`src/rtl/fifo_wr_arbiter.sv`:
```
// Round-robin arbiter for the shared write port of an async FIFO. It grants bursts, muxes the owner onto winc/wdata and applies wfull backpressure to the owner only.
// Optional: define FIFO_WR_ARB_STALL_CNT_EN to add a saturating stall_cnt output.
module fifo_wr_arbiter #(
    parameter int DATASIZE  = 8,
    parameter int NREQ      = 4,
    parameter int MAX_BURST = 8
) (
    input  logic                     wclk,
    input  logic                     wrst_n,
    input  logic [NREQ-1:0]          req_valid,
    input  logic [NREQ*DATASIZE-1:0] req_data,
    input  logic [NREQ-1:0]          req_last,
    output logic [NREQ-1:0]          req_ready,
    output logic [NREQ-1:0]          grant,
    output logic                     busy,
    output logic                     winc,
    output logic [DATASIZE-1:0]      wdata,
    input  logic                     wfull
`ifdef FIFO_WR_ARB_STALL_CNT_EN
    ,
    output logic [15:0]              stall_cnt
`endif
);

    localparam int OW = (NREQ > 1) ? $clog2(NREQ) : 1;
    localparam int CW = $clog2(MAX_BURST + 1);
    localparam logic [OW:0]   NREQ_W   = (OW + 1)'(NREQ);
    localparam logic [CW-1:0] LAST_CNT = CW'(MAX_BURST - 1);

    // Handshake: a beat moves when req_valid[owner] & req_ready[owner]; that is exactly winc.
    typedef enum logic {
        IDLE = 1'b0,
        BUSY = 1'b1
    } state_e;

    state_e          state_q, state_d;
    logic [OW-1:0]   owner_q, owner_d;
    logic [OW-1:0]   last_owner_q, last_owner_d;
    logic [NREQ-1:0] grant_q, grant_d;
    logic [CW-1:0]   beat_cnt_q, beat_cnt_d;

    logic                own_valid;
    logic                own_last;
    logic [DATASIZE-1:0] own_data;
    logic                accept;
    logic                burst_end;
    logic                sel_found;
    logic [OW-1:0]       sel_idx;
    logic [OW:0]         cand;

    // Search upward from last_owner+1, wrapping at NREQ.
    always_comb begin
        sel_found = 1'b0;
        sel_idx   = last_owner_q;
        cand      = '0;
        for (int k = 1; k <= NREQ; k++) begin
            cand = {1'b0, last_owner_q} + (OW + 1)'(k);
            if (cand >= NREQ_W) begin
                cand = cand - NREQ_W;
            end
            if (!sel_found && req_valid[cand[OW-1:0]]) begin
                sel_found = 1'b1;
                sel_idx   = cand[OW-1:0];
            end
        end
    end

    always_comb begin
        own_valid = 1'b0;
        own_last  = 1'b0;
        own_data  = '0;
        for (int i = 0; i < NREQ; i++) begin
            if (owner_q == OW'(i)) begin
                own_valid = req_valid[i];
                own_last  = req_last[i];
                own_data  = req_data[i*DATASIZE +: DATASIZE];
            end
        end
    end

    assign accept    = (state_q == BUSY) & own_valid & ~wfull;
    assign burst_end = accept & (own_last | (beat_cnt_q == LAST_CNT));

    always_ff @(posedge wclk or negedge wrst_n) begin
        if (!wrst_n) begin
            state_q      <= IDLE;
            owner_q      <= '0;
            last_owner_q <= OW'(NREQ - 1);
            grant_q      <= '0;
            beat_cnt_q   <= '0;
        end else begin
            state_q      <= state_d;
            owner_q      <= owner_d;
            last_owner_q <= last_owner_d;
            grant_q      <= grant_d;
            beat_cnt_q   <= beat_cnt_d;
        end
    end

    always_comb begin
        state_d      = state_q;
        owner_d      = owner_q;
        last_owner_d = last_owner_q;
        grant_d      = grant_q;
        beat_cnt_d   = beat_cnt_q;
        case (state_q)
            IDLE: begin
                if (sel_found) begin
                    state_d          = BUSY;
                    owner_d          = sel_idx;
                    grant_d          = '0;
                    grant_d[sel_idx] = 1'b1;
                end
            end
            BUSY: begin
                if (burst_end) begin
                    state_d      = IDLE;
                    grant_d      = '0;
                    last_owner_d = owner_q;
                    beat_cnt_d   = '0;
                end else if (accept) begin
                    beat_cnt_d = beat_cnt_q + 1'b1;
                end
            end
            default: state_d = IDLE;
        endcase
    end

    always_comb begin
        busy      = (state_q == BUSY);
        req_ready = '0;
        winc      = 1'b0;
        wdata     = '0;
        if (state_q == BUSY) begin
            req_ready[owner_q] = ~wfull;
            winc               = accept;
            wdata              = own_data;
        end
    end

    assign grant = grant_q;

`ifdef FIFO_WR_ARB_STALL_CNT_EN
    logic [15:0] stall_cnt_q;

    always_ff @(posedge wclk or negedge wrst_n) begin
        if (!wrst_n) begin
            stall_cnt_q <= '0;
        end else if ((state_q == BUSY) && own_valid && wfull && (stall_cnt_q != 16'hFFFF)) begin
            stall_cnt_q <= stall_cnt_q + 16'd1;
        end
    end

    assign stall_cnt = stall_cnt_q;
`endif

endmodule

```
`config.mk`:
```
export PLATFORM = sky130hd
export DESIGN_NAME = fifo_wr_arbiter
export DESIGN_NICKNAME = d
export VERILOG_FILES = /design/src/rtl/fifo_wr_arbiter.sv
export SDC_FILE = /design/constraint.sdc
export NUM_CORES = 1
export LEC_CHECK = 0
export ABC_AREA = 0
export BUFFER_PORTS_ARGS = -buffer_cell sky130_fd_sc_hd__buf_2
export CELL_PAD_IN_SITES_DETAIL_PLACEMENT = 1
export CELL_PAD_IN_SITES_GLOBAL_PLACEMENT = 2
export CORE_UTILIZATION = 25
export CTS_CLUSTER_DIAMETER = 150
export DETAILED_ROUTE_END_ITERATION = 10
export HOLD_SLACK_MARGIN = 0.06
export PLACE_DENSITY = 0.8
export SLEW_MARGIN = 30
export SYNTH_ARGS = -nofsm -noshare
export SYNTH_HDL_FRONTEND = slang
export SYNTH_SLANG_ARGS = --single-unit
```
`constraint.sdc`:
```
create_clock -name wclk -period 3.1 [get_ports wclk]
set_input_delay 0.465 -clock wclk [delete_from_list [all_inputs] [get_ports wclk]]
set_output_delay 0.465 -clock wclk [all_outputs]
set_load 0.02 [all_outputs]
```
== Word-level counts from Yosys, hierarchy flattened ==
Index checks and enable logic that the tools add are counted.

* Register bits after elaboration: 13
* Input port bits: 43
* Output and inout port bits: 18

* Add/sub/neg operators: 9
* $lt $le $gt $ge: 12
* Equality and inequality tests: 6
* Mux-type cells: 47
* Bitwise logic cells: 7
* Reduce and logical (&&, ||, !) cells: 14

{| class="wikitable"
|+ Operator list
! operator !! count
|-
| $mux W8 || 5
|-
| $mux W1 || 21
|-
| $mux W4 || 5
|-
| $lt A2 B3 Y1 const B || 6
|-
| $mux W2 || 8
|-
| $ge A3 B3 Y1 const B || 4
|-
| $bmux W1 S2 || 4
|-
| $pmux W4 S2 || 1
|-
| $reduce_and A2 Y1 || 4
|-
| $sub A2 B1 Y2 const B || 4
|-
| $add A2 B2 Y3 const B || 2
|-
| $logic_and A1 B1 Y1 || 5
|-
| $add A4 B1 Y4 const B || 1
|-
| $and A4 B4 Y4 || 1
|-
| $demux W1 S2 || 2
|-
| $eq A2 B2 Y1 const B || 2
|-
| $eq A4 B3 Y1 const B || 1
|-
| $ge A2 B1 Y1 const B || 2
|-
| $add A2 B1 Y3 const B || 1
|-
| $add A2 B3 Y3 const B || 1
|-
| $and A1 B1 Y1 || 3
|-
| $logic_not A1 Y1 || 3
|-
| $eq A2 B1 Y1 const B || 1
|-
| $logic_not A2 Y1 || 1
|-
| other kinds (6) || 7
|}

== Logic depth before layout (Yosys ltp) ==
Gate-level depths: netlist of run 1.

* Word-level depth: 21
* Mapped depth: 8
* Mapped depth without buffers: 6

== Worst setup path before layout of run 1 ==
OpenSTA, ideal clock, no wires.

* Path type: reg2out
* Start point: register owner_q[0]
* End point: output wdata[2]
* Arrival time: 1605 ps
* Path slack: 1030 ps
* Cell stages (with the launch flop): 5
* Buffers on the path: 2
* Path through: dfrtp_1 -> buf_6 -> clkbuf_1 -> mux4_2 -> and2_1

* Cells in the longest elaborated chain, start to end: 6
* Elaborated cells on any way between the ends: 9

{| class="wikitable"
|+ RTL lines
! what !! line !! RTL
|-
| start: declaration || 37 || <nowiki>logic [OW-1:0] owner_q, owner_d;</nowiki>
|-
| start signal: assignment || 93 || <nowiki>owner_q <= owner_d;</nowiki>
|-
| $logic_not A2 Y1 || 73 || <nowiki>if (owner_q == OW'(i)) begin</nowiki>
|-
| $mux W8 (3 in a row) || 73 ||
|-
| $mux W8 (*) || 73 ||
|-
| $mux W8 (*) || 134 || <nowiki>if (state_q == BUSY) begin</nowiki>
|-
| end: declaration || 17 || <nowiki>output logic [DATASIZE-1:0] wdata,</nowiki>
|}

Every way passes the cells marked *; elsewhere a longest branch is shown, timed or not.

== Worst setup path in the final report of run 1 ==
* Start point: register owner_q[0]
* End point: output wdata[0]

The elaborated chain is that of the path after synthesis.

==> flow_summary_export.csv, run 1 <==
group,metric,value,unit
setup_path,startpoint_type,"flip-flop",
die,die_w,65.8,um
drt,wirelength,2.87,mm
die,initial_core_util,0.270,
timing,fmax,400,MHz
timing,setup_tns,0,ps
setup_path,cp_cell_sequence,"mux4_1, and2_1, buf_2",
clocking,htree_levels,1,
timing,skew,3.97,ps
setup_path,critPathKind,"flip-flop to output port",
drt,drc,0,
place,port_buffers,60,
place,gp_congestion,0.768,
setup_path,cp-end-kind,"output port",
setup_path,critPathMaxStageDelay,820,ps
place,placed_area,1350,um2
setup_path,slowest_stage,"dfrtp_1",
global_routing,antenna_found_initial,0,
cells_and_area,num_antenna_cells,0,
timing,slew_headroom,0.502,
yosys,syn_area_per_cell,10.2,um2
global_routing,overflow,0,
cells_and_area,instances_no_fill,206,
yosys,synthFlopType,"dfrtp_1",
cells_and_area,nFillCells,456,
clocking,cts_tree,"done",
status,status,"complete, no violations",
cells_and_area,drive_above_1_share,0.494,
yosys,async_reset_ff_frac,1.00,
yosys,yosys.area.top_type,"dfrtp_1",
yosys,synth_edf_count,0,
die,die_area,4330,um2
setup_path,crit_family,"flip-flops",
setup_path,crit_buf_inv,1,
timing,finalSetupViolations,0,
clocking,cts_buffer_depth,2,
global_routing,grtUsageTotal,0.143,
drt,drtAntennaViolNets,0,
yosys,ys_seq_area_frac,0.322,
clocking,insertion_delay,240,ps
yosys,synthTopCellsByArea,"dfrtp_1 (27%), mux4_2 (13%), mux4_1 (7.7%)",
setup_path,critPathArrivalTime,2040,ps
die,die_y,65.8,um
place,dp_hpwl,2.44,mm
die,num_rows,22,
clocking,cts_setup_buffers,0,
timing,hold_slack,101,ps
cells_and_area,final_nets,203,
flow_run,maxCapViolCount,0,
clocking,clockRootBuffer,"clkbuf_8",
min_path,min_path_type,"input port to async pin",
cells_and_area,final_area,1390,um2
yosys,yosysUniqueCellTypes,35,
global_routing,grt_pass1_wl,4.67,mm
timing,hold_viol,0,
setup_path,timing.rr.start,"owner_q[0]",
global_routing,grt_pass1_vias,1022,
clocking,ctsHoldBuffers,0,
yosys,netlist.area_leader.share,0.270,
yosys,ys_ff_latch,13,
drt,drt-pass1-iter-count,4,
yosys,synth.most_common_cell,"nand2_1",
global_routing,grt_max_degree,19,
yosys,synth_nets,144,
power_and_ir_drop,ir_drop,0.307,mV
timing,rsz0062_at_grt,"no",
timing,layout_min_cycle_time,2500,ps
die,io_pins,61,
setup_path,path_max_fanout,18,
timing,report.final.slew_viol_count,0,
setup_path,timing.rr.end,"last_owner_q[1]",
setup_path,startpoint,"owner_q[0]",
drt,drtIter0Drc,44,
place,dp.cells,202,
yosys,synth_common_cells,"nand2_1 (14), dfrtp_1 (11), o21ai_0 (9)",
clocking,cts_sinks,13,
drt,vias_per_cell,4.83,
drt,routedWlPerCell,13.9,um
setup_path,ff2ff_path_depth,4,
yosys,netlist_area,1020,um2
power_and_ir_drop,pwr_density_cell,862,nW/um2
timing,fin_crit_sh,0.807,
clocking,cts_resized,0,
drt,vias,995,
yosys,yosys_warnings,0,
power_and_ir_drop,p_leak,0.000690,uW
die,coreArea,3770,um2
clocking,cts_made_buffers,3,
timing,worstMarginPinSlew,747,ps
yosys,syn_inst,100,
clocking,clk_pin_slew_worst_paths,50,ps
setup_path,ff2ff_setup_slack,900,ps
setup_path,worstPathRequired,2630,ps
cells_and_area,syn2layout_area_growth,36.5,%
[cell type report]
cell class,count,area [um2],share of cell area
well taps,48,60.1,0.0432
inverters,5,18.8,0.0135
flip-flops and latches,13,328,0.236
multi-input cells,75,631,0.454
repair buffers,61,308,0.221
clock buffers,4,45.0,0.0324
[cells by family (layout without fill, tap and decap cells)]
family	count (synthesis)	count (layout)	synth area share
simple gates	42	42	0.222
compound gates	22	22	0.160
flops	13	13	0.322
buf+inv	12	70	0.0590
mux	10	10	0.225
fa+ha+maj	1	1	0.0123
[worst register-to-register path: stages, from the launching register on]
cell and delay, ps:
dfrtp_1 820, mux4_2 620, o21bai_4 200, and2_4 190
mux2_4 290
[routing by layer]
layer	part of all wire	GRT usage	up-vias
li1	-	-	484
met1	0.38	0.160	491
met2	0.59	0.274	18
met3	0.025	0.0310	2
met4	0.0049	0.0245	0
met5	0	0	-
[registers in the layout, summed over array words and instances, names as in the netlist]
signal and count:
beat_cnt_q 4, last_owner_q 2, busy 1, grant 4
owner_q 2
[worst max-delay path by stage]
stage	slack, ps	endpoint	depth (start not counted)
finish	600	wdata[0]	3
detailed placement	840	wdata[0]	3
global route	450	winc	4
floorplan	1030	wdata[2]	4
global placement	880	wdata[7]	3
CTS	580	wdata[0]	3
[per-stage QoR]
stage | setup slack [ps] | total power (uW) | utilization
2_1_floorplan | 1030 | 873 | -
3_3_place_gp | 879 | 1050 | 0.357
3_5_place_dp | 841 | 1070 | 0.357
4_1_cts | 578 | 1220 | 0.369
5_1_grt | 447 | 1300 | 0.369
6_report | 598 | 1200 | 0.369
[report_power, final]
part	total (uW)	internal [uW]	switching [uW]
Clock	147	90.6	56.8
Sequential	370	242	128
Combinational	681	336	344
Total	1200	669	529
[placed cells by master, fill, tap and decap left out, drive strengths merged, types with 2 or more instances in the layout]
master | Yosys | routed
nor2 | 4 | 4
nand2b | 2 | 2
nand3 | 4 | 4
nor2b | 2 | 2
o32ai | 2 | 2
dfrtp | 11 | 11
and3 | 2 | 2
o2bb2ai | 2 | 2
dfstp | 2 | 2
and2 | 9 | 9
buf | 2 | 61
mux4 | 9 | 9
clkbuf | 5 | 4
inv | 5 | 5
nand2 | 14 | 14
a21oi | 2 | 2
o21ai | 9 | 9
No activity file was read; power rests on OpenSTA's default activity.
==> run 2, diff against run 1 <==
--- a/config.mk
+++ b/config.mk
@@ -9,11 +9,11 @@
 export BUFFER_PORTS_ARGS = -buffer_cell sky130_fd_sc_hd__buf_2
 export CELL_PAD_IN_SITES_DETAIL_PLACEMENT = 1
 export CELL_PAD_IN_SITES_GLOBAL_PLACEMENT = 2
-export CORE_UTILIZATION = 25
+export CORE_UTILIZATION = 24
 export CTS_CLUSTER_DIAMETER = 150
 export DETAILED_ROUTE_END_ITERATION = 10
 export HOLD_SLACK_MARGIN = 0.06
-export PLACE_DENSITY = 0.8
+export PLACE_DENSITY = 0.78
 export SLEW_MARGIN = 30
 export SYNTH_ARGS = -nofsm -noshare
 export SYNTH_HDL_FRONTEND = slang
==> constraint.sdc (replaced) <==
create_clock -name wclk -period 2.36 [get_ports wclk]
set_input_delay 0.354 -clock wclk [delete_from_list [all_inputs] [get_ports wclk]]
set_output_delay 0.354 -clock wclk [all_outputs]
set_load 0.02 [all_outputs]
==> flow_summary_export.csv, run 2 (same netlist as run 1, synthesis figures left out) <==
group,metric,value,unit
die,die_w,67.1,um
timing,worstMarginPinSlew,585,ps
die,io_pins,61,
drt,drtAntennaViolNets,0,
setup_path,worstPathRequired,2010,ps
clocking,htree_levels,1,
power_and_ir_drop,ir_drop,0.319,mV
timing,report.final.slew_viol_count,0,
cells_and_area,layout_commonest_cell,"buf_2",
setup_path,ff2ff_path_depth,5,
global_routing,antenna_found_initial,0,
min_path,whs_path_depth,2,
die,die_y,67.1,um
setup_path,path_max_fanout,17,
cells_and_area,syn2layout_area_growth,39.2,%
clocking,cts_tree,"done",
setup_path,critPathArrivalTime,1860,ps
global_routing,grt_pass1_wl,4.71,mm
global_routing,grtUsageTotal,0.140,
place,gp_congestion,0.754,
timing,layout_min_cycle_time,2210,ps
timing,skew,5.01,ps
clocking,clockRootBuffer,"clkbuf_8",
cells_and_area,num_antenna_cells,0,
min_path,whs_endpoint,"beat_cnt_q[1]",
power_and_ir_drop,p_leak,0.000704,uW
cells_and_area,final_nets,206,
timing,hold_slack,523,ps
setup_path,cp-end-kind,"output port",
global_routing,grt_pass1_vias,1002,
global_routing,overflow,0,
cells_and_area,final_cell_mix,"buf_2 (60), nand2_1 (14), dfrtp_1 (11)",
drt,vias,1043,
clocking,cts_buffer_depth,2,
die,num_rows,23,
cells_and_area,instances_no_fill,211,
timing,fmax,452,MHz
drt,routedWlPerCell,14.9,um
timing,finalSetupViolations,0,
die,initial_core_util,0.253,
setup_path,startpoint_type,"flip-flop",
clocking,clk_pin_slew_worst_paths,60,ps
drt,wirelength,3.15,mm
drt,drt-pass1-iter-count,4,
setup_path,timing.rr.start,"owner_q[1]",
setup_path,timing.rr.end,"last_owner_q[1]",
place,dp.cells,206,
clocking,cts_sinks,13,
timing,fin_crit_sh,0.937,
timing,slew_headroom,0.610,
global_routing,grt_max_degree,18,
status,status,"complete, no violations",
clocking,cts_made_buffers,3,
cells_and_area,drive_above_1_share,0.497,
die,die_area,4510,um2
place,dp_hpwl,2.52,mm
setup_path,critPathKind,"flip-flop to output port",
die,coreArea,4030,um2
drt,drtIter0Drc,19,
clocking,insertion_delay,250,ps
drt,drc,0,
place,port_buffers,60,
timing,hold_viol,0,
timing,setup_tns,0,ps
timing,rsz0062_at_grt,"no",
drt,vias_per_cell,4.94,
setup_path,ff2ff_setup_slack,380,ps
min_path,min_path_type,"flip-flop to flip-flop",
flow_run,maxCapViolCount,0,
min_path,worstHoldStart,"beat_cnt_q[1]",
power_and_ir_drop,pwr_density_cell,1150,nW/um2
-- run 2: changes by cell type in the layout (fill, tap and decap cells not counted) --
cell           before  now
buf_4               1    3
dlygate4sd3_1       0    1
-- run 2: worst max-delay path, stage by stage (launching register included) --
cell     delay (ps)
dfrtp_1         710
o21ai_0         220
a32oi_2         400
inv_2            90
buf_2           180
-- run 2: worst max-delay path by stage --
stage,slack (ps),from,cells after the start,end
floorplan,390,busy,7,last_owner_q[1]
global placement,430,owner_q[1],6,last_owner_q[1]
detailed placement,400,owner_q[1],5,last_owner_q[1]
CTS,130,owner_q[1],4,winc
global route,20,owner_q[1],4,winc
finish,150,owner_q[1],4,winc
-- run 2: stage by stage --
| step | power (uW) | worst slack, ps | cell area [um2] | util |
|---|---|---|---|---|
| 5_1_grt | 1760 | 17.8 | 1420 | 0.352 |
| 6_report | 1620 | 149 | 1420 | 0.352 |
| 2_1_floorplan | 1150 | 393 | 1020 | - |
| 3_5_place_dp | 1430 | 398 | 1360 | 0.338 |
| 4_1_cts | 1640 | 134 | 1420 | 0.352 |
| 3_3_place_gp | 1410 | 435 | 1360 | 0.338 |
-- run 2: layout make-up --
cell class	instances	area, um2
repair buffers	64	333
multi-input cells	75	631
well taps	50	62.6
fillers	489	2610
clock buffers	4	45.0
inverters	5	18.8
flip-flops and latches	13	328
-- run 2: timing repair --
item / 4_1_cts / 5_1_grt
hold buffers: 1 / 0
gates resized for setup: 0 / 0
endpoints found under the hold margin: 11 / 0
buffers inserted: 0 / 0
-- run 2: power breakdown --
part | leakage [uW] | internal (uW) | switching, uW
clock | 0.0000228 | 119 | 84.2
combinational | 0.000519 | 465 | 508
sequential | 0.000163 | 319 | 129
total | 0.000704 | 903 | 721
-- run 2: per-layer routing --
layer  up-vias  track usage  share of wire
met3         5       0.0270           0.11
li1        491            -              -
met5         -            0              0
met1       487        0.169           0.42
met2        60        0.244           0.45
met4         0       0.0479          0.013
